<file path="config.mk">
export PLATFORM = sky130hd
export DESIGN_NAME = hazard_controller
export DESIGN_NICKNAME = d
export VERILOG_FILES = /design/src/rtl/hazard_controller_pkg.sv /design/src/rtl/hazard_controller_sat_counter.sv /design/src/rtl/hazard_controller.sv
export SDC_FILE = /design/constraint.sdc
export NUM_CORES = 1
export LEC_CHECK = 0
export BUFFER_PORTS_ARGS = -buffer_cell sky130_fd_sc_hd__buf_2
export CORE_MARGIN = 1.5
export CORE_UTILIZATION = 45
export CTS_BUF_LIST = sky130_fd_sc_hd__clkbuf_4
export DETAILED_ROUTE_END_ITERATION = 16
export GPL_TIMING_DRIVEN = 0
export PLACE_DENSITY = 0.69
export SLEW_MARGIN = 30
export SYNTH_ARGS = -nofsm -noshare
export SYNTH_HDL_FRONTEND = slang
export SYNTH_SLANG_ARGS = --single-unit
export TNS_END_PERCENT = 5
</file>
<file path="constraint.sdc">
create_clock -name clk -period 3.6 [get_ports clk]
set_clock_uncertainty 0.2 [all_clocks]
set_input_delay 1.08 -clock clk [delete_from_list [all_inputs] [get_ports clk]]
set_output_delay 1.08 -clock clk [all_outputs]
set_load 0.02 [all_outputs]
</file>
<file path="src/rtl/hazard_controller_pkg.sv">
// Shared types and helpers for the rv32i pipeline hazard controller.
package hazard_controller_pkg;

  localparam int unsigned REG_IDX_W = 5;

  // Freeze tracking: which cache sides still owe a response.
  typedef enum logic [1:0] {
    RUN       = 2'b00,
    WAIT_BOTH = 2'b01,
    WAIT_I    = 2'b10,
    WAIT_D    = 2'b11
  } hzd_state_t;

  // ID/EX control mux select; CMUX_ZERO injects a bubble.
  typedef enum logic {
    CMUX_NORMAL = 1'b0,
    CMUX_ZERO   = 1'b1
  } controlmux_sel_t;

  // A load in EX whose (non-x0) destination is read by the instruction in ID.
  function automatic logic is_load_use(
    input logic                 ex_is_load,
    input logic [REG_IDX_W-1:0] ex_rd,
    input logic [REG_IDX_W-1:0] id_rs1,
    input logic [REG_IDX_W-1:0] id_rs2
  );
    return ex_is_load && (ex_rd != REG_IDX_W'(0)) &&
           ((ex_rd == id_rs1) || (ex_rd == id_rs2));
  endfunction

endpackage

</file>
<file path="src/rtl/hazard_controller_sat_counter.sv">
// Event counter that sticks at all-ones instead of wrapping.
module sat_counter #(
  parameter int unsigned CNT_WIDTH = 32
) (
  input  logic                 clk,
  input  logic                 rst,
  input  logic                 inc,
  output logic [CNT_WIDTH-1:0] count
);

  logic [CNT_WIDTH-1:0] count_q;
  logic [CNT_WIDTH-1:0] count_d;

  // Increment unless already saturated.
  always_comb begin
    count_d = count_q;
    if (inc && (count_q != {CNT_WIDTH{1'b1}})) begin
      count_d = count_q + CNT_WIDTH'(1);
    end
  end

  // Count register, cleared by synchronous reset.
  always_ff @(posedge clk) begin
    if (rst) begin
      count_q <= '0;
    end else begin
      count_q <= count_d;
    end
  end

  assign count = count_q;

endmodule

</file>
<file path="src/rtl/hazard_controller.sv">
// Pipeline sequencing controller: cache-miss freeze, branch flush, load-use bubble.
module hazard_controller
  import hazard_controller_pkg::*;
#(
  parameter int unsigned CNT_WIDTH = 32
) (
  input  logic                 clk,
  input  logic                 rst,
  input  logic [4:0]           IF_ID_rs1_i,
  input  logic [4:0]           IF_ID_rs2_i,
  input  logic [4:0]           ID_EX_rd_i,
  input  logic                 ID_EX_is_load_i,
  input  logic                 EX_br_taken_i,
  input  logic                 imem_read_i,
  input  logic                 imem_resp_i,
  input  logic                 dmem_req_i,
  input  logic                 dmem_resp_i,
  output logic                 pc_load_o,
  output logic                 IF_ID_load_o,
  output logic                 ID_EX_load_o,
  output logic                 EX_MEM_load_o,
  output logic                 MEM_WB_load_o,
  output logic                 IF_ID_flush_o,
  output logic                 controlmux_sel_o,
  output logic                 imem_mask_o,
  output logic                 dmem_mask_o,
  output logic [CNT_WIDTH-1:0] perf_stall_o,
  output logic [CNT_WIDTH-1:0] perf_bubble_o,
  output logic [CNT_WIDTH-1:0] perf_flush_o
);

  hzd_state_t      state_q, state_d;
  logic            imem_mask_q, imem_mask_d;
  logic            dmem_mask_q, dmem_mask_d;

  logic            i_pend;
  logic            d_pend;
  logic            frozen;
  logic            load_use;
  controlmux_sel_t sel_c;
  logic            stall_inc;
  logic            bubble_inc;
  logic            flush_inc;

  // A side is pending while requested, not yet answered, and not already recorded done.
  assign i_pend   = imem_read_i & ~imem_resp_i & ~imem_mask_q;
  assign d_pend   = dmem_req_i  & ~dmem_resp_i & ~dmem_mask_q;
  assign frozen   = i_pend | d_pend;
  assign load_use = is_load_use(ID_EX_is_load_i, ID_EX_rd_i, IF_ID_rs1_i, IF_ID_rs2_i);

  // Next freeze state; masks record the side that has already been served.
  always_comb begin
    state_d     = state_q;
    imem_mask_d = 1'b0;
    dmem_mask_d = 1'b0;
    case (state_q)
      // dcache already served, only the icache can keep us frozen
      WAIT_I:  state_d = i_pend ? WAIT_I : RUN;
      // icache already served, only the dcache can keep us frozen
      WAIT_D:  state_d = d_pend ? WAIT_D : RUN;
      default: begin
        case ({i_pend, d_pend})
          2'b11:   state_d = WAIT_BOTH;
          2'b10:   state_d = WAIT_I;
          2'b01:   state_d = WAIT_D;
          default: state_d = RUN;
        endcase
      end
    endcase
    imem_mask_d = (state_d == WAIT_D);
    dmem_mask_d = (state_d == WAIT_I);
  end

  // State and mask registers.
  always_ff @(posedge clk) begin
    if (rst) begin
      state_q     <= RUN;
      imem_mask_q <= 1'b0;
      dmem_mask_q <= 1'b0;
    end else begin
      state_q     <= state_d;
      imem_mask_q <= imem_mask_d;
      dmem_mask_q <= dmem_mask_d;
    end
  end

  // Zero-latency hazard decision: freeze > flush > load-use > normal flow.
  always_comb begin
    pc_load_o     = 1'b1;
    IF_ID_load_o  = 1'b1;
    ID_EX_load_o  = 1'b1;
    EX_MEM_load_o = 1'b1;
    MEM_WB_load_o = 1'b1;
    IF_ID_flush_o = 1'b0;
    sel_c         = CMUX_NORMAL;
    stall_inc     = 1'b0;
    bubble_inc    = 1'b0;
    flush_inc     = 1'b0;
    if (rst) begin
      // pipeline flows freely while reset is held
    end else if (frozen) begin
      pc_load_o     = 1'b0;
      IF_ID_load_o  = 1'b0;
      ID_EX_load_o  = 1'b0;
      EX_MEM_load_o = 1'b0;
      MEM_WB_load_o = 1'b0;
      stall_inc     = 1'b1;
    end else if (EX_br_taken_i) begin
      IF_ID_flush_o = 1'b1;
      sel_c         = CMUX_ZERO;
      flush_inc     = 1'b1;
    end else if (load_use) begin
      // one bubble; the load then leaves EX and MEM/WB forwarding covers the operand
      pc_load_o     = 1'b0;
      IF_ID_load_o  = 1'b0;
      sel_c         = CMUX_ZERO;
      bubble_inc    = 1'b1;
    end
  end

  assign controlmux_sel_o = sel_c;
  assign imem_mask_o      = imem_mask_q;
  assign dmem_mask_o      = dmem_mask_q;

  // Performance counters.
  sat_counter #(.CNT_WIDTH(CNT_WIDTH)) u_stall_cnt (
    .clk   (clk),
    .rst   (rst),
    .inc   (stall_inc),
    .count (perf_stall_o)
  );

  sat_counter #(.CNT_WIDTH(CNT_WIDTH)) u_bubble_cnt (
    .clk   (clk),
    .rst   (rst),
    .inc   (bubble_inc),
    .count (perf_bubble_o)
  );

  sat_counter #(.CNT_WIDTH(CNT_WIDTH)) u_flush_cnt (
    .clk   (clk),
    .rst   (rst),
    .inc   (flush_inc),
    .count (perf_flush_o)
  );

endmodule

</file>
==> results.yml <==
routing:
  final_antenna_net_count: 0
  routed_wl_mm: 13.51
  vias_per_cell: 5.592
  dr.pass1.iters: 4
  first_iter_violations: 231
  vias: 5022
  drc_errors: 0
  wire_per_inst_um: 15.04
setup_path:
  worstPathRequired_ns: 2.32
  cp.arrival_ns: 2.45
  critPathMaxStageDelay_ns: 0.54
  critPathSlowestCell: "or4_4"
  cp_num_buf_inv: 3
  regToRegStartpoint: "dmem_mask_o"
  r2r_slack_ns: 0.85
  critPathKind: "in -> out"
  crit_chain: "buf_8 -> or4_4 -> o21ai_4 -> nand2b_4 -> buf_4 -> a21oi_1 -> buf_4"
  cp_top_family: "simple AND/OR/NAND/NOR gates"
  ff2ff_path_depth: 9
  cp_common_cell: "buf_4"
  critPathLaunchType: "input pin"
  reg2reg_to: "u_bubble_cnt.count[17]"
  crit_path_max_fanout: 4
  crit_path_end_kind: "primary output"
synth:
  synth-simple-area-share_pct: 34.79
  synth_top_area_cell: "dfxtp_1"
  synth-compound-area-share_pct: 6.934
  synth_fa_ha_area_share_pct: 0.9664
  synth_sequential_area_ratio_pct: 38.66
  synth-edff-count: 0
  synth_ff_type: "dfxtp_1"
  synth_area_um2: 5179
  synth_top_family_by_area: "simple AND/OR/NAND/NOR gates"
  syn_nets: 638
  postSynth.asyncResetShare_pct: 0
  synth_top_area_share_pct: 38.66
  yosysWarnings: 0
  synthCells: 611
  ys_types: 60
  ys_ff_latch: 100
  yosys.area_share.xor_xnor_pct: 12.52
  synth_area_leaders: "dfxtp_1, xnor2_1, nor2_1, xor2_1, nand4_1"
  synth_area_per_cell_um2: 8.476
  synthMuxAreaShare_pct: 2.005
floorplan:
  die_height_um: 110.3
  fp.dieW_um: 110.3
  rows: 38
  die_area_um2: 12160
  core_area_um2: 11030
  start_util_pct: 46.95
  io_pins: 128
power_and_ir_drop:
  power.density_nw_per_um2: 317.9
  p_leak_uw: 0.002574
  ir_worst_vdd_uv: 197.8
timing:
  finalHoldViolCount: 0
  finalSetupViolCount: 3
  worstMarginPinSlew_ns: 0.6705
  rsz0062_at_grt: "true"
  finalCriticalPeriod_ns: 3.732
  min_period_over_period_pct: 103.7
  setup_ws_ns: -0.1321
  fmax_ghz: 0.2679
  relSlewSlack_pct: 55.21
  fin_hold_ws_ns: 0.3087
  drv_slew: 0
  final.setup.tns_ns: -0.3651
global_route:
  grt-ovfl-total: 0
  grt_start_max_net_pins: 17
  antenna_found_initial: 0
  grt_pass1_vias: 4533
  grt_pass1_wl_mm: 21.39
  track_usage_pct: 22.27
cts:
  cts.sinks: 100
  cts_tree: "yes"
  clk_latency_ns: 0.46
  clock-root-buffer: "clkbuf_4"
  hold_buffers: 0
  cts_buffers: 9
  ctsLongestPathBuffers: 2
  htree_num_levels: 3
  clk_pin_slew_ns: 0.15
placement:
  place.gp.congestion: 0.8449
  hpwl_mm: 9.876
  place_inst: 877
  port_buffers: 126
layout:
  drive_gt1_share_pct: 26.39
  antenna_cells: 0
  register_area_um2: 2002
  final_nets: 780
  area_growth_syn_to_layout_pct: 22.16
  fin_util_pct: 57.35
  multi_input_area_um2: 3028
  instances_no_fill: 898
  fill_cells: 1000
min_path:
  min_from: "u_bubble_cnt.count[4]"
  hold_path_end: "u_bubble_cnt.count[4]"
  holdPathStages: 2
  hp-class: "reg -> reg"
outcome:
  status: "finished, violations left"
  violations: "setup timing"
run:
  max_cap_violations: 0
-- worst reg2reg max path, delay by kind of cell, from the launching register on --
family | cells | cell delay [ns]
AND/OR/NAND/NOR | 5 | 1.14
buffers and inverters | 2 | 0.41
flip-flops | 1 | 0.37
multiplexers | 1 | 0.37
adder cells (fa/ha/maj) | 1 | 0.19
-- cells in the final DEF (no fill, tap or decap), types with 17 or more instances in the layout --
master,n
xnor2_1,38
or3_1,17
and3_1,20
nand3_1,39
nor2_1,84
buf_2,127
nand4_1,35
dfxtp_1,100
xor2_1,36
a21oi_1,22
nand2_1,33
-- area by class of cell --
class | instances | share of cell area, %
multi-input cells | 467 | 47.86
repair buffers | 132 | 11.12
clock buffers | 9 | 1.068
clock inverters | 7 | 1.820
flip-flops and latches | 100 | 31.65
well taps | 140 | 2.769
plain buffers | 32 | 2.987
inverters | 11 | 0.7318
-- routing by layer --
| layer | global-route usage [%] | part of all wire (%) | up-vias |
|---|---|---|---|
| li1 | - | - | 2453 |
| met1 | 28.27 | 45 | 2389 |
| met2 | 37.30 | 47 | 162 |
| met3 | 4.292 | 6.6 | 18 |
| met4 | 8.516 | 1.6 | 0 |
| met5 | 0 | 0 | - |
-- Yosys cell counts, types with 3 or more instances --
cell / count
dfxtp_1: 100
nor2_1: 87
nand3_1: 39
xnor2_1: 38
xor2_1: 36
nand4_1: 35
nand2_1: 34
a21oi_1: 22
and3_1: 20
or3_1: 17
o21ai_0: 16
and4_1: 15
clkbuf_1: 15
nor3_1: 13
nor4_1: 12
inv_1: 10
nor2b_1: 10
and2_1: 9
buf_2: 8
or4_1: 6
buf_4: 4
ha_1: 4
mux2_2: 4
nor4b_1: 4
o21ai_1: 4
o31ai_1: 4
buf_6: 3
mux2_1: 3
o211ai_1: 3
or2_2: 3
-- power by group --
part / leakage [uW] / switching [uW] / internal, uW / total (uW)
Combinational: 0.00167 / 95.8 / 62.7 / 158
Sequential: 0.000806 / 7.73 / 1110 / 1120
Clock: 0.0000936 / 381 / 349 / 730
Total: 0.00257 / 484 / 1530 / 2010
-- how the worst max path moves through the flow --
| stage | from | endpoint | slack (ns) | depth (start not counted) |
|---|---|---|---|---|
| floorplan | ID_EX_rd_i[1] | pc_load_o | -0.01 | 6 |
| global placement | dmem_resp_i | IF_ID_flush_o | -0.51 | 9 |
| detailed placement | dmem_resp_i | IF_ID_flush_o | -0.52 | 9 |
| CTS | ID_EX_rd_i[4] | pc_load_o | -0.15 | 8 |
| global route | ID_EX_rd_i[4] | pc_load_o | -0.18 | 8 |
| finish | ID_EX_rd_i[4] | controlmux_sel_o | -0.13 | 7 |
-- what timing repair did --
action	CTS	global route
endpoints found under the hold margin	0	0
buffers inserted	6	0
endpoints found under the setup margin	7	6
resized for setup	22	4
cloned	0	0
pin swaps	7	1
-- sequential cells by signal (all words and copies together) (netlist names) --
signal,cells
u_stall_cnt.count,32
u_bubble_cnt.count,32
imem_mask_o,1
dmem_mask_o,1
u_flush_cnt.count,32
state_q,2
-- stage by stage --
step	total power [uW]	cell area, um2	setup slack, ns
after floorplan	1233	5216	-0.01379
after global placement	1281	6022	-0.5053
after detailed placement	1285	6022	-0.5209
after CTS	2028	6317	-0.1529
after global routing	2084	6326	-0.1815
final	2011	6326	-0.1321
-- cell families (layout without fill, tap and decap cells) --
kind of cell	count (synthesis)	after routing
simple gates	323	323
mux	9	9
compound gates	57	57
xor+xnor	74	74
buf+inv	44	191
flops	100	100
fa+ha+maj	4	4
No activity file was read; power rests on OpenSTA's default activity.
